==> config.mk <==
export PLATFORM = sky130hd
export DESIGN_NAME = planificador_sensores
export DESIGN_NICKNAME = d
export VERILOG_FILES = /design/src/rtl/planificador_sensores_pkg.sv /design/src/rtl/planificador_sensores_contador_faltas.sv /design/src/rtl/planificador_sensores.sv
export SDC_FILE = /design/constraint.sdc
export NUM_CORES = 1
export LEC_CHECK = 0
export ABC_AREA = 1
export ABC_CLOCK_PERIOD_IN_PS = 1500
export CAP_MARGIN = 10
export CORE_UTILIZATION = 44
export CTS_CLUSTER_SIZE = 30
export DETAILED_ROUTE_END_ITERATION = 6
export GPL_TIMING_DRIVEN = 0
export PLACE_DENSITY = 0.77
export SLEW_MARGIN = 10
export SYNTH_ARGS = -nofsm -noshare
export SYNTH_HDL_FRONTEND = slang
export SYNTH_SLANG_ARGS = --single-unit
==> constraint.sdc <==
create_clock -name clk -period 1.5 [get_ports clk]
set_input_delay 0.225 -clock clk [delete_from_list [all_inputs] [get_ports clk]]
set_output_delay 0.225 -clock clk [all_outputs]
set_load 0.02 [all_outputs]
==> src/rtl/planificador_sensores_pkg.sv <==
// rtl/planificador_sensores_pkg.sv - shared types for the sensor scan scheduler
// Purpose: default sample width, scheduler state encoding and the signed sample type.
// Ports: none (package).
package pkg_monitoreo;

    localparam int ANCHO_TEMP_DEF = 11;

    typedef enum logic [2:0] {
        REPOSO,
        ESPERA,
        SELECCION,
        ENVIO,
        ESPERA_RES,
        CAPTURA
    } estado_plan_t;

    typedef logic signed [ANCHO_TEMP_DEF-1:0] temp_t;

endpackage

==> src/rtl/planificador_sensores_contador_faltas.sv <==
// rtl/planificador_sensores_contador_faltas.sv - saturating missed-scan counter for one channel
// Purpose: counts consecutive skipped scans of one sensor and raises a fault flag at the limit.
// Ports:
//   clk, arst_n : clock, synchronous active-low reset
//   inc_i       : channel skipped this scan (counter saturates at MAX_FALTAS)
//   clr_i       : good sample consumed, clears count and fault (wins over inc_i)
//   falla_o     : registered fault flag
module contador_faltas #(
    parameter int MAX_FALTAS = 3
) (
    input  logic clk,
    input  logic arst_n,
    input  logic inc_i,
    input  logic clr_i,
    output logic falla_o
);

    localparam int CW = $clog2(MAX_FALTAS + 1);
    localparam logic [CW-1:0] TOPE = CW'(MAX_FALTAS);

    logic [CW-1:0] cuenta_q, cuenta_d;
    logic          falla_q, falla_d;

    always_comb begin
        cuenta_d = cuenta_q;
        falla_d  = falla_q;
        if (clr_i) begin
            cuenta_d = '0;
            falla_d  = 1'b0;
        end else if (inc_i && (cuenta_q != TOPE)) begin
            cuenta_d = cuenta_q + 1'b1;
            falla_d  = (cuenta_d == TOPE);
        end
    end

    always_ff @(posedge clk) begin
        if (!arst_n) begin
            cuenta_q <= '0;
            falla_q  <= 1'b0;
        end else begin
            cuenta_q <= cuenta_d;
            falla_q  <= falla_d;
        end
    end

    assign falla_o = falla_q;

endmodule

==> src/rtl/planificador_sensores.sv <==
// rtl/planificador_sensores.sv - round-robin scan scheduler sharing one temperature datapath
// Purpose: every PERIODO idle cycles walks channels 0..N-1, forwards each valid sample to the
//   shared datapath, captures the returned alert LAT_RES cycles later and tracks missed scans.
// Ports:
//   clk, arst_n            : clock, synchronous active-low reset
//   habilitar              : scan enable
//   sensor_temp/valido     : packed samples and per-channel availability
//   sensor_ack             : one-hot consume pulse
//   temp_salida/valida     : sample to the datapath and its 1-cycle qualifier
//   canal_sel              : channel in service
//   alerta_in              : datapath alert, valid LAT_RES cycles after temp_valida
//   alerta_canal           : last captured alert per channel
//   sensor_falla           : missed-scan fault per channel
//   ronda_completa         : end-of-round pulse
//   ocupado                : scheduler inside a round
module planificador_sensores
    import pkg_monitoreo::*;
#(
    parameter int N_CANALES  = 4,
    parameter int ANCHO_TEMP = ANCHO_TEMP_DEF,
    parameter int PERIODO    = 1000,
    parameter int LAT_RES    = 2,
    parameter int MAX_FALTAS = 3
) (
    input  logic                              clk,
    input  logic                              arst_n,
    input  logic                              habilitar,
    input  logic [N_CANALES*ANCHO_TEMP-1:0]   sensor_temp,
    input  logic [N_CANALES-1:0]              sensor_valido,
    output logic [N_CANALES-1:0]              sensor_ack,
    output logic signed [ANCHO_TEMP-1:0]      temp_salida,
    output logic                              temp_valida,
    output logic [$clog2(N_CANALES)-1:0]      canal_sel,
    input  logic                              alerta_in,
    output logic [N_CANALES-1:0]              alerta_canal,
    output logic [N_CANALES-1:0]              sensor_falla,
    output logic                              ronda_completa,
    output logic                              ocupado
);

    localparam int CW_CANAL = $clog2(N_CANALES);
    localparam int MAX_CNT  = (PERIODO > LAT_RES) ? PERIODO : LAT_RES;
    localparam int CW_CNT   = $clog2(MAX_CNT + 1);

    estado_plan_t                  estado_q, estado_d;
    logic [CW_CNT-1:0]             cnt_q, cnt_d;
    logic [CW_CANAL-1:0]           canal_q, canal_d;
    logic signed [ANCHO_TEMP-1:0]  temp_q, temp_d;
    logic                          temp_valida_q, temp_valida_d;
    logic [N_CANALES-1:0]          ack_q, ack_d;
    logic [N_CANALES-1:0]          alerta_q, alerta_d;
    logic                          ronda_q, ronda_d;
    logic                          ocupado_q, ocupado_d;
    logic [N_CANALES-1:0]          inc_falta, clr_falta;

    logic                          valido_sel;
    logic                          ultimo;
    logic                          avanzar;
    logic signed [ANCHO_TEMP-1:0]  muestra;

    assign valido_sel = sensor_valido[canal_q];
    assign ultimo     = (canal_q == CW_CANAL'(N_CANALES - 1));
    assign muestra    = sensor_temp[canal_q*ANCHO_TEMP +: ANCHO_TEMP];
    // A channel is finished either when skipped in SELECCION or after its capture.
    assign avanzar    = ((estado_q == SELECCION) && !valido_sel) || (estado_q == CAPTURA);

    // State register
    always_ff @(posedge clk) begin
        if (!arst_n) begin
            estado_q      <= REPOSO;
            cnt_q         <= '0;
            canal_q       <= '0;
            temp_q        <= '0;
            temp_valida_q <= 1'b0;
            ack_q         <= '0;
            alerta_q      <= '0;
            ronda_q       <= 1'b0;
            ocupado_q     <= 1'b0;
        end else begin
            estado_q      <= estado_d;
            cnt_q         <= cnt_d;
            canal_q       <= canal_d;
            temp_q        <= temp_d;
            temp_valida_q <= temp_valida_d;
            ack_q         <= ack_d;
            alerta_q      <= alerta_d;
            ronda_q       <= ronda_d;
            ocupado_q     <= ocupado_d;
        end
    end

    // Next-state logic
    always_comb begin
        estado_d = estado_q;
        cnt_d    = cnt_q;
        canal_d  = canal_q;
        unique case (estado_q)
            REPOSO: begin
                if (habilitar) begin
                    estado_d = ESPERA;
                    cnt_d    = '0;
                end
            end
            ESPERA: begin
                if (!habilitar) begin
                    estado_d = REPOSO;
                end else if (cnt_q == CW_CNT'(PERIODO - 1)) begin
                    estado_d = SELECCION;
                    canal_d  = '0;
                end else begin
                    cnt_d = cnt_q + 1'b1;
                end
            end
            SELECCION: begin
                if (valido_sel) begin
                    estado_d = ENVIO;
                end
            end
            ENVIO: begin
                cnt_d    = '0;
                estado_d = (LAT_RES == 1) ? CAPTURA : ESPERA_RES;
            end
            ESPERA_RES: begin
                if (cnt_q == CW_CNT'(LAT_RES - 2)) begin
                    estado_d = CAPTURA;
                end else begin
                    cnt_d = cnt_q + 1'b1;
                end
            end
            CAPTURA: begin
                estado_d = CAPTURA;
            end
            default: begin
                estado_d = REPOSO;
            end
        endcase

        // Dropping habilitar only takes effect at a channel boundary.
        if (avanzar) begin
            if (!habilitar) begin
                estado_d = REPOSO;
            end else if (ultimo) begin
                estado_d = ESPERA;
                cnt_d    = '0;
            end else begin
                estado_d = SELECCION;
                canal_d  = canal_q + 1'b1;
            end
        end
    end

    // Output logic: next values of the registered outputs
    always_comb begin
        temp_d        = temp_q;
        temp_valida_d = 1'b0;
        ack_d         = '0;
        alerta_d      = alerta_q;
        ronda_d       = 1'b0;
        inc_falta     = '0;
        clr_falta     = '0;
        ocupado_d     = (estado_d != REPOSO) && (estado_d != ESPERA);

        // Sample is latched here so later changes on the input cannot alter the channel in service.
        if (estado_q == SELECCION) begin
            if (valido_sel) begin
                temp_d             = muestra;
                temp_valida_d      = 1'b1;
                ack_d[canal_q]     = 1'b1;
                clr_falta[canal_q] = 1'b1;
            end else begin
                inc_falta[canal_q] = 1'b1;
            end
        end

        if (estado_q == CAPTURA) begin
            alerta_d[canal_q] = alerta_in;
        end

        if (avanzar && habilitar && ultimo) begin
            ronda_d = 1'b1;
        end
    end

    for (genvar g = 0; g < N_CANALES; g++) begin : g_faltas
        contador_faltas #(
            .MAX_FALTAS(MAX_FALTAS)
        ) u_contador (
            .clk    (clk),
            .arst_n (arst_n),
            .inc_i  (inc_falta[g]),
            .clr_i  (clr_falta[g]),
            .falla_o(sensor_falla[g])
        );
    end

    assign sensor_ack     = ack_q;
    assign temp_salida    = temp_q;
    assign temp_valida    = temp_valida_q;
    assign canal_sel      = canal_q;
    assign alerta_canal   = alerta_q;
    assign ronda_completa = ronda_q;
    assign ocupado        = ocupado_q;

endmodule

Word level (Yosys, flattened, before mapping). Index checks and enable logic that the tools add are counted.

Add/sub/neg operators: 6. Multipliers: 1. $lt $le $gt $ge: 2. Equality and inequality tests: 16. Shifts and indexed selects: 1. Mux-type cells: 34. Bitwise gates (word level): 1. Reduce and logical (&&, ||, !) cells: 20.

Operator list (count): $mux 10 (7); $shiftx 44x7->11 (1); $pmux 10 s4 (1); $mux 3 (6); $pmux 3 s6 (1); $mux 2 (8); $mux 4 (4); $add 10x1->10 const B (1); $add 2x1->2 const B (5); $eq 10x10->1 const B (1); $eq 2x2->1 const B (5); $logic_not 10->1 (1); $logic_and 1x1->1 (9); $ne 2x2->1 const B (4); $reduce_or 2->1 (4); $eq 3x2->1 const B (2); $eq 3x3->1 const B (2); $mul 2x4->6 const B (1); $bwmux 4 (1); $mux 1 (4); $reduce_and 2->1 (2); $eq 3x1->1 const B (1); $logic_not 3->1 (1); $lt 2x3->1 const B (1); 8 further kinds (8).

Register bits after elaboration: 49.

Longest topological paths before layout. Gate-level depths: netlist of the first run.

Depth in word-level cells: 8. Mapped depth: 11. Mapped depth without buffers: 11.

Modules after synthesis. A second synthesis of the first run with hierarchy kept.

Cell total of the unflattened synthesis: 463. Area total of the unflattened synthesis: 2941.6 µm².

Modules (own cells, without submodules): planificador_sensores (instances 1, cells an instance 367, area an instance 2290.9 µm², seq. area each 740.7 µm²); contador_faltas (instances 4, cells an instance 24, area an instance 162.7 µm², seq. area each 60.1 µm²).

Worst setup path before layout of the first run. No wires, ideal clock.

Path kind: reg-to-reg. From: register canal_q[0] (netlist: canal_sel[0]). To: register g_faltas[2].u_contador.cuenta_q[1]. Setup time: 0.130 ns. Arrival time: 1.574 ns. Data required time: 1.370 ns. Slack: -0.204 ns. Stages on the path, launching flop included: 9. Buffers on the path: 1. Cells stage by stage: dfxtp_1 inv_2 clkbuf_1 ha_1 inv_1 nor3_4 inv_1 nand2_1 a21oi_1.

Word-level cells in the longest chain between the ends: 7. Elaborated cells on any way between the ends: 13. Those cells by class: order compare: 2; mux: 8; reduce/logical: 3.

Ends and longest elaborated chain: start: declaration (RTL line planificador_sensores.sv:47) `logic [CW_CANAL-1:0] canal_q, canal_d;`; start signal: assignment (RTL line planificador_sensores.sv:82) `canal_q <= canal_d;`; $lt 2x3->1 (not written as such) or $ge 2x1->1 (tied branches) (RTL line planificador_sensores.sv:169, planificador_sensores.sv:171); $logic_and 1x1->1 (not written as such) (RTL line planificador_sensores.sv:169, planificador_sensores.sv:171); $mux 1 (not written as such) (RTL line planificador_sensores.sv:169, planificador_sensores.sv:171); $demux 1 s2 (RTL line planificador_sensores.sv:169, planificador_sensores.sv:171); $mux 4, on equally long branches (2 in series); $reduce_or 2->1 (no line) or $logic_and 1x1->1 (tied branches); end signal: assignment (RTL line planificador_sensores_contador_faltas.sv:41) `cuenta_q <= cuenta_d;`; end: declaration (RTL line planificador_sensores_contador_faltas.sv:21) `logic [CW-1:0] cuenta_q, cuenta_d;`.

Parallel ways exist; a longest one is shown, timed or not. The select of a mux whose other input is x is not followed. A chain may end at the register's enable or synchronous reset.

Worst setup path after layout of the first run.
From: register cnt_q[0]. To: register cnt_q[7].

Word-level cells in the longest chain between the ends: 7. Elaborated cells on any way between the ends: 10. Those cells by class: add/sub: 1; eq/ne: 1; mux: 7; reduce/logical: 1.

Ends and longest elaborated chain: start: declaration (RTL line planificador_sensores.sv:46) `logic [CW_CNT-1:0] cnt_q, cnt_d;`; start signal: assignment (RTL line planificador_sensores.sv:81) `cnt_q <= cnt_d;`; $add 10x1->10 or $eq 10x10->1 (tied branches) (RTL line planificador_sensores.sv:111, planificador_sensores.sv:127, planificador_sensores.sv:107); $mux 10 (RTL line planificador_sensores.sv:107) `end else if (cnt_q == CW_CNT'(PERIODO - 1)) begin`; $mux 10 (RTL line planificador_sensores.sv:105) `if (!habilitar) begin`; $pmux 10 s4 * (RTL line planificador_sensores.sv:97) `unique case (estado_q)`; $mux 10 (RTL line planificador_sensores.sv:142) `end else if (ultimo) begin`; $mux 10 (RTL line planificador_sensores.sv:140) `if (!habilitar) begin`; $mux 10 * (RTL line planificador_sensores.sv:139) `if (avanzar) begin`.

Mark *: on every way between the ends. The rest lies on a longest branch, timed or not.

==> metrics.txt, run 1 <==
# TYPE chip_impl_metric gauge
chip_impl_info{name="status",value="complete, no violations"} 1
chip_impl_metric{name="cts.hold.buffers_added",unit=""} 0
chip_impl_info{name="timing.hold.worst.class",value="flip-flop to flip-flop"} 1
chip_impl_info{name="cts_root_buf",value="clkbuf_8"} 1
chip_impl_metric{name="clock_pin_slew_reported_for_the_worst_setup_and_hold_paths_after_clock_tree_synthesis",unit="ns"} 0.09
chip_impl_metric{name="timing.final.crit_period",unit="ns"} 1.49
chip_impl_metric{name="via_count",unit=""} 3138
chip_impl_metric{name="critical_path.max_stage_delay",unit="ns"} 0.40
chip_impl_metric{name="synthCells",unit=""} 430
chip_impl_info{name="cts_tree",value="yes"} 1
chip_impl_metric{name="die-area",unit="um2"} 6880
chip_impl_metric{name="vias_per_cell",unit=""} 5.20
chip_impl_metric{name="dpl-instance-area",unit="um2"} 3780
chip_impl_metric{name="synth_area_per_cell",unit="um2"} 6.71
chip_impl_metric{name="sequentialPowerShare",unit="%"} 50.4
chip_impl_metric{name="cp.arrival",unit="ns"} 1.74
chip_impl_info{name="largest_delay_contributor_family_on_the_critical_path",value="simple AND/OR/NAND/NOR gates"} 1
chip_impl_metric{name="power.switching_fraction",unit="%"} 24.4
chip_impl_metric{name="area_growth",unit="%"} 45.1
chip_impl_metric{name="port_buffers",unit=""} 79
chip_impl_info{name="dominant_combinational_cell_family_by_area_after_synthesis",value="simple AND/OR/NAND/NOR gates"} 1
chip_impl_metric{name="synth_xor_area_share",unit="%"} 0
chip_impl_metric{name="leakage_power_summed_over_all_cells",unit="nW"} 1.96
chip_impl_metric{name="gp_congestion",unit=""} 0.894
chip_impl_metric{name="postSynthRegisterBits",unit=""} 49
chip_impl_metric{name="initial_utilization",unit="%"} 45.4
chip_impl_metric{name="worst-path-max-fanout",unit=""} 4
chip_impl_metric{name="totalNegativeSetupSlack",unit="ns"} 0
chip_impl_metric{name="fmax",unit="GHz"} 0.671
chip_impl_metric{name="fin_crit_sh",unit="%"} 99.3
chip_impl_metric{name="post_layout_net_count",unit=""} 591
chip_impl_metric{name="place_worst_setup_slack",unit="ns"} -0.338
chip_impl_info{name="critical_path_startpoint_category",value="flip-flop"} 1
chip_impl_metric{name="route.detailed.wl_per_inst",unit="um"} 13.2
chip_impl_metric{name="clock_power_share",unit="%"} 38.1
chip_impl_metric{name="timing.max_cap.violations",unit=""} 0
chip_impl_metric{name="slew_headroom",unit="%"} 67.0
chip_impl_info{name="critical_path_class",value="flip-flop to flip-flop"} 1
chip_impl_metric{name="post_synth_num_cell_types",unit=""} 30
chip_impl_metric{name="grt.total_usage",unit="%"} 22.9
chip_impl_metric{name="post_route_cells_drive_above_1_share",unit="%"} 20.3
chip_impl_metric{name="global_route.overflow_total",unit=""} 0
chip_impl_metric{name="power.ir.vdd_worst",unit="mV"} 0.540
chip_impl_metric{name="initialDrtViolationCount",unit=""} 149
chip_impl_metric{name="total_power",unit="mW"} 2.61
chip_impl_metric{name="row_count",unit=""} 29
chip_impl_metric{name="timing.final.hold_violations",unit=""} 0
chip_impl_metric{name="synth.net_count",unit=""} 496
chip_impl_info{name="timing.critical_path.to_type",value="flip-flop"} 1
chip_impl_metric{name="drt.antenna.violating_nets",unit=""} 0
chip_impl_metric{name="edff_count_synth",unit=""} 0
chip_impl_metric{name="synth-async-reset-ratio",unit="%"} 0
chip_impl_metric{name="synthSimpleGateAreaFrac",unit="%"} 32.8
chip_impl_metric{name="drt_pre_antenna_iters",unit=""} 4
chip_impl_metric{name="finClkSkew",unit="ns"} 0.0105
chip_impl_info{name="synthFlopType",value="dfxtp_1"} 1
chip_impl_metric{name="num_io_pins",unit=""} 80
chip_impl_metric{name="cts_htree_levels",unit=""} 2
chip_impl_metric{name="numCtsBuffers",unit=""} 5
chip_impl_metric{name="worst-slew-pin-transition",unit="ns"} 0.495
chip_impl_metric{name="cts_num_sinks",unit=""} 49
chip_impl_metric{name="die_height",unit="um"} 83.0
chip_impl_metric{name="drt_wl_total",unit="mm"} 7.93
chip_impl_metric{name="clock_network_latency_to_the_later_pin_of_the_worst_skew_pair",unit="ns"} 0.31
chip_impl_metric{name="detailed_place_hpwl",unit="mm"} 5.88
chip_impl_metric{name="p_int",unit="mW"} 1.98
chip_impl_metric{name="setup_viol",unit=""} 0
chip_impl_metric{name="layout.cell_area.non_filler",unit="um2"} 4190
chip_impl_metric{name="antenna_violations_before_repair",unit=""} 0
chip_impl_metric{name="p_comb_share",unit="%"} 11.4
chip_impl_metric{name="finalWorstSetupSlack",unit="ns"} 0.0102
chip_impl_metric{name="insertedDiodeCount",unit=""} 0
chip_impl_metric{name="pin_count_of_the_biggest_net_entering_global_routing",unit=""} 17
chip_impl_metric{name="floorplan.die.width",unit="um"} 83.0
chip_impl_metric{name="synth_compound_gate_area_share",unit="%"} 17.3
chip_impl_metric{name="power_density_over_cell_area",unit="nW/um2"} 625
chip_impl_info{name="critical_path.slowest_cell",value="dfxtp_4"} 1
chip_impl_metric{name="drv_slew",unit=""} 0
chip_impl_metric{name="total_switching_power",unit="uW"} 637
chip_impl_metric{name="synthesized_area",unit="um2"} 2890
chip_impl_metric{name="worst-endpoint-required",unit="ns"} 1.75
chip_impl_metric{name="standard_cell_core_area",unit="um2"} 6350
chip_impl_info{name="critical_path_cell_by_cell",value="buf_4 > nand4_1 > nor2_4 > nand2_1 > nor2_1 > nand2_2 > nand2_1 > nand2_1 > nor2_1"} 1
chip_impl_metric{name="synth.yosys.warnings",unit=""} 0
chip_impl_metric{name="cts_buffer_depth",unit=""} 2
chip_impl_metric{name="drcViolationCount",unit=""} 0
chip_impl_metric{name="grt_first_pass_wirelength",unit="mm"} 13.1
chip_impl_info{name="path_common_cell",value="nand2_1"} 1
chip_impl_info{name="rsz_0062_raised_after_global_routing",value="yes"} 1
chip_impl_metric{name="first_global_vias",unit=""} 3033
chip_impl_metric{name="path_buf_inv",unit=""} 1
chip_impl_metric{name="yosys.area_share.adder",unit="%"} 6.07
chip_impl_metric{name="synthMuxAreaShare",unit="%"} 0
chip_impl_metric{name="ys_seq_area_share",unit="%"} 34.0
power by group through the flow:
stage	clock network [mW]	registers (mW)	logic [mW]
global route	1.06	1.32	0.327
finish	0.997	1.32	0.298
CTS	0.999	1.32	0.274
global placement	0	1.35	0.266
floorplan	0	1.35	0.104
detailed placement	0	1.35	0.267
per-layer routing:
| layer | vias up | share of wire [%] | global-route usage, % |
|---|---|---|---|
| li1 | 1592 | - | - |
| met1 | 1427 | 42 | 26.6 |
| met2 | 104 | 51 | 40.5 |
| met3 | 15 | 6.2 | 5.96 |
| met4 | 0 | 1.6 | 8.15 |
| met5 | - | 0 | 0 |
path summary, 6_finish.rpt:
kind	from	end	slack [ns]	depth (start not counted)
max reg2reg	cnt_q[0]	cnt_q[7]	0.01	9
min	temp_salida[4]	temp_salida[4]	0.47	2
min reg2reg	temp_salida[4]	temp_salida[4]	0.47	2
max	cnt_q[0]	cnt_q[7]	0.01	9
synthesized netlist by cell type, types with 5 or more instances:
library cell  count  area (um2)
nor2_1           56         210
o22ai_1          12        75.1
dfxtp_1          49         981
a21oi_1          36         180
nand3_1          19        95.1
o21ai_0          38         190
nand4_1           9        56.3
nor3_1            5        25.0
inv_2             7        26.3
nand2_1          98         368
clkbuf_1          8        30.0
o21ai_1           6        30.0
ha_1             14         175
inv_1            45         169
registers in the layout (all words and copies together) (netlist names):
signal and cells:
alerta_canal 4, canal_sel 2, cnt_q 10, estado_q 3, g_faltas.u_contador.cuenta_q 8, g_faltas.u_contador.falla_o 4
ocupado 1, ronda_completa 1, sensor_ack 4, temp_salida 11, temp_valida 1
layout make-up:
type                       count  area (um2)
clock buffer                   5        68.8
timing repair buffer          90         881
buffer                        14         100
tap                           77        96.3
inverter                      53         214
clock inverter                 3        43.8
multi-input combinational    312        1770
fill                         580        2160
sequential                    49        1010
metrics by stage:
step                      hold slack [ns]  utilization (%)  std cells
after floorplan                     0.391                -        430
after detailed placement            0.455             59.5        586
after global routing                0.490             65.9        603
final                               0.466             65.9        603
after global placement              0.449             59.5        586
after CTS                           0.467             62.1        594
cell usage in the layout (no fill, tap or decap), drive strengths merged, types with 13 or more instances in the layout:
| cell | instances |
|---|---|
| a21oi | 36 |
| clkdlybuf4s50 | 56 |
| nand2 | 103 |
| buf | 17 |
| o21ai | 45 |
| ha | 14 |
| nor2 | 57 |
| dfxtp | 49 |
| inv | 53 |
| nand3 | 23 |
| clkbuf | 13 |
logic make-up after synthesis:
family | Yosys count
AND/OR/NAND/NOR | 203
AO/OA/AOI/OAI | 95
buffers and inverters | 69
flip-flops | 49
adder cells (fa/ha/maj) | 14
worst reg2reg max path, delay by kind of cell (launching register included):
family                 cells  cell delay, ns
flip-flops                 1            0.40
buffers and inverters      1            0.13
AND/OR/NAND/NOR            8            0.89
what timing repair did:
| action | in CTS | in global routing |
|---|---|---|
| resized for setup | 35 | 77 |
| setup buffers | 1 | 10 |
| pin swaps | 6 | 20 |
| endpoints found under the setup margin | 48 | 41 |
Note: power is estimated with default switching activity, not from simulation.
==> inputs of run 2 (changes only) <==
Settings changed: ABC_AREA 1 to 0, ABC_CLOCK_PERIOD_IN_PS 1500 to 1800, CORE_UTILIZATION 44 to 45, PLACE_DENSITY 0.77 to 0.76, SYNTH_HIERARCHICAL set to 1.
Clock period 1.5 ns to 1.8 ns, I/O delays scaled along.
==> run 2 against run 1 <==
The run now ends with negative setup slack left. Non-clock buffer count down 1. Setup slack worse by 0.18 ns. Die area is 3.1% lower. Critical endpoint is now g_faltas[3].u_contador/falla_o. Largest cell class unchanged.
==> metrics.txt, run 2 <==
# TYPE chip_impl_metric gauge
chip_impl_info{name="status",value="finished, violations left"} 1
chip_impl_info{name="violations",value="negative setup slack"} 1
chip_impl_metric{name="slew_headroom",unit="%"} 63.8
chip_impl_metric{name="drt_pre_antenna_iters",unit=""} 4
chip_impl_metric{name="timing.final.crit_period",unit="ns"} 1.97
chip_impl_metric{name="utilization",unit="%"} 67.2
chip_impl_metric{name="drv_slew",unit=""} 0
chip_impl_info{name="critical_path_cell_by_cell",value="mux4_2 > or2_4 > nor2_4 > and2_4 > nor2b_4 > mux2i_1 > nor2_1"} 1
chip_impl_metric{name="path_buf_inv",unit=""} 0
chip_impl_metric{name="detailed_place_hpwl",unit="mm"} 5.60
chip_impl_metric{name="antenna_violations_before_repair",unit=""} 0
chip_impl_metric{name="worst-slew-pin-transition",unit="ns"} 0.542
chip_impl_info{name="cts_tree",value="yes"} 1
chip_impl_metric{name="synthesized_area",unit="um2"} 2860
chip_impl_info{name="timing.critical_path.to_type",value="flip-flop"} 1
chip_impl_metric{name="ys_seq_area_share",unit="%"} 34.3
chip_impl_metric{name="nFillCells",unit=""} 498
chip_impl_metric{name="layout.cell_area.non_filler",unit="um2"} 4050
chip_impl_metric{name="num_io_pins",unit=""} 80
chip_impl_metric{name="initialDrtViolationCount",unit=""} 304
chip_impl_metric{name="fin_hold_ws",unit="ns"} 0.458
chip_impl_metric{name="synth.net_count",unit=""} 382
chip_impl_metric{name="synth.yosys.warnings",unit=""} 6
chip_impl_metric{name="worst-path-max-fanout",unit=""} 4
chip_impl_metric{name="row_count",unit=""} 28
chip_impl_metric{name="critical_path.max_stage_delay",unit="ns"} 0.51
chip_impl_metric{name="place_worst_setup_slack",unit="ns"} -0.654
chip_impl_metric{name="worst-endpoint-required",unit="ns"} 2.00
chip_impl_metric{name="floorplan.die.width",unit="um"} 81.7
chip_impl_metric{name="cts_htree_levels",unit=""} 2
chip_impl_metric{name="grt_first_pass_wirelength",unit="mm"} 11.4
chip_impl_info{name="critical_path_startpoint_category",value="flip-flop"} 1
chip_impl_metric{name="die_height",unit="um"} 81.7
chip_impl_info{name="post-synth-top-count-cell",value="dfxtp_1"} 1
chip_impl_metric{name="timing.final.hold_violations",unit=""} 0
chip_impl_metric{name="synthCells",unit=""} 316
chip_impl_metric{name="die-area",unit="um2"} 6670
chip_impl_metric{name="post_synth_num_cell_types",unit=""} 53
chip_impl_metric{name="number_of_flip_flops_under_the_largest_register_name",unit=""} 11
chip_impl_metric{name="initial_utilization",unit="%"} 47.4
chip_impl_info{name="synthTopCellsByArea",value="dfxtp_1 (34%), mux4_2 (9.5%), a21oi_1 (6.3%)"} 1
chip_impl_metric{name="numCtsBuffers",unit=""} 5
chip_impl_metric{name="vias_per_cell",unit=""} 5.57
chip_impl_metric{name="edff_count_synth",unit=""} 0
chip_impl_metric{name="postSynthRegisterBits",unit=""} 49
chip_impl_metric{name="via_count",unit=""} 2713
chip_impl_metric{name="pin_count_of_the_biggest_net_entering_global_routing",unit=""} 18
chip_impl_metric{name="synthDominantCellAreaShare",unit="%"} 34.3
chip_impl_metric{name="leakage_power_summed_over_all_cells",unit="nW"} 1.45
chip_impl_metric{name="standard_cell_core_area",unit="um2"} 6030
chip_impl_info{name="netlist.top_cell.by_area",value="dfxtp_1"} 1
chip_impl_metric{name="cts_num_sinks",unit=""} 49
chip_impl_metric{name="dpl-instance-area",unit="um2"} 3770
chip_impl_metric{name="synth-async-reset-ratio",unit="%"} 0
chip_impl_metric{name="timing.max_cap.violations",unit=""} 0
chip_impl_metric{name="synth_area_per_cell",unit="um2"} 9.04
chip_impl_metric{name="route.detailed.wl_per_inst",unit="um"} 15.9
chip_impl_metric{name="power_density_over_cell_area",unit="nW/um2"} 504
chip_impl_metric{name="finClkSkew",unit="ns"} 0.0144
chip_impl_metric{name="dp_cells",unit=""} 470
chip_impl_info{name="critical_path_class",value="flip-flop to flip-flop"} 1
chip_impl_info{name="synth_commonest_cells",value="dfxtp_1 (49), nand2_1 (46), a21oi_1 (36)"} 1
chip_impl_metric{name="port_buffers",unit=""} 79
chip_impl_metric{name="drt_wl_total",unit="mm"} 7.72
chip_impl_metric{name="power.ir.vdd_worst",unit="mV"} 0.338
chip_impl_metric{name="cp.arrival",unit="ns"} 2.16
chip_impl_metric{name="first_global_vias",unit=""} 2377
chip_impl_metric{name="clock_pin_slew_reported_for_the_worst_setup_and_hold_paths_after_clock_tree_synthesis",unit="ns"} 0.11
chip_impl_info{name="rsz_0062_raised_after_global_routing",value="yes"} 1
chip_impl_info{name="layout.cells.most_common_list",value="clkdlybuf4s50_1 (78), dfxtp_1 (46), nand2_1 (43)"} 1
chip_impl_metric{name="post_route_cells_drive_above_1_share",unit="%"} 20.1
chip_impl_metric{name="global_route.overflow_total",unit=""} 0
chip_impl_info{name="final_common_cell",value="clkdlybuf4s50_1"} 1
chip_impl_info{name="cts_root_buf",value="clkbuf_8"} 1
chip_impl_metric{name="setup_viol",unit=""} 28
chip_impl_metric{name="gp_congestion",unit=""} 0.895
chip_impl_metric{name="total_power",unit="mW"} 2.04
chip_impl_metric{name="fmax",unit="GHz"} 0.508
chip_impl_metric{name="grt.total_usage",unit="%"} 22.6
chip_impl_info{name="timing.hold.worst.class",value="flip-flop to flip-flop"} 1
chip_impl_metric{name="totalNegativeSetupSlack",unit="ns"} -2.84
chip_impl_metric{name="clock_network_latency_to_the_later_pin_of_the_worst_skew_pair",unit="ns"} 0.31
chip_impl_metric{name="drt.antenna.violating_nets",unit=""} 0
chip_impl_metric{name="drcViolationCount",unit=""} 0
chip_impl_info{name="largest_delay_contributor_family_on_the_critical_path",value="simple AND/OR/NAND/NOR gates"} 1
chip_impl_metric{name="cts_buffer_depth",unit=""} 2
chip_impl_metric{name="area_growth",unit="%"} 41.8
chip_impl_info{name="synthFlopType",value="dfxtp_1"} 1
chip_impl_metric{name="insertedDiodeCount",unit=""} 0
chip_impl_metric{name="finalWorstSetupSlack",unit="ns"} -0.167
chip_impl_metric{name="post_layout_net_count",unit=""} 477
chip_impl_metric{name="fin_crit_sh",unit="%"} 109
chip_impl_info{name="critical_path.slowest_cell",value="mux4_2"} 1
chip_impl_metric{name="non_filler_instances",unit=""} 487
## run 2: cell count changes after synthesis, sizes merged, moves of 11 or more
cell / before / now
nand3: 23 / 12
nor2: 57 / 24
inv: 52 / 12
mux4: 0 / 12
nand2: 103 / 46
o21ai: 45 / 2
o22ai: 12 / 1
## run 2: final timing paths
path                   from                             end  slack (ns)  depth (start not counted)
max            canal_sel[0]  g_faltas[3].u_contador/falla_o       -0.17                          7
min          temp_salida[1]                  temp_salida[1]        0.46                          2
max reg2reg    canal_sel[0]  g_faltas[3].u_contador/falla_o       -0.17                          7
min reg2reg  temp_salida[1]                  temp_salida[1]        0.46                          2
## run 2: area by class of cell
class | instances | area, um2 | share of cell area, %
Tap cell | 75 | 93.8 | 2.32
Inverter | 12 | 45.0 | 1.11
Clock buffer | 5 | 68.8 | 1.70
Buffer | 13 | 76.3 | 1.88
Sequential cell | 49 | 987 | 24.4
Multi-Input combinational cell | 240 | 1860 | 46.0
Timing Repair Buffer | 90 | 891 | 22.0
Clock inverter | 3 | 26.3 | 0.649
## run 2: logic make-up after synthesis
group / Yosys count / synth area share, %
and+or+nand+nor: 140 / 26.5
AOI/OAI and AO/OA: 65 / 16.3
DFF: 49 / 34.3
buffers and inverters: 27 / 4.34
muxes: 16 / 10.9
adders and majority gates: 14 / 6.13
xor gates and xnor gates: 5 / 1.53
## run 2: where the power goes
group | internal [mW] | leakage (nW) | switching [mW] | total [mW]
clock network | 0.284 | 0.0423 | 0.411 | 0.694
logic | 0.157 | 1.01 | 0.101 | 0.258
registers | 1.09 | 0.397 | 0.00309 | 1.09
total | 1.53 | 1.45 | 0.515 | 2.04
## run 2: timing repair
item | CTS | global route
hold buffers | 0 | 0
gates resized for setup | 18 | 20
setup buffers | 10 | 1
endpoints found under the setup margin | 46 | 36
pin swaps | 11 | 11
## run 2: worst min-delay path: stages, from the launching register on
cell and delay (ns):
dfxtp_1 0.32, nand2_1 0.05, a21oi_1 0.05
## run 2: routing by layer
metal / routed length (um) / track usage (%)
met1: 3360 / 30.0
met4: 115 / 7.37
met5: 0 / 0
met2: 3850 / 37.5
met3: 401 / 3.44
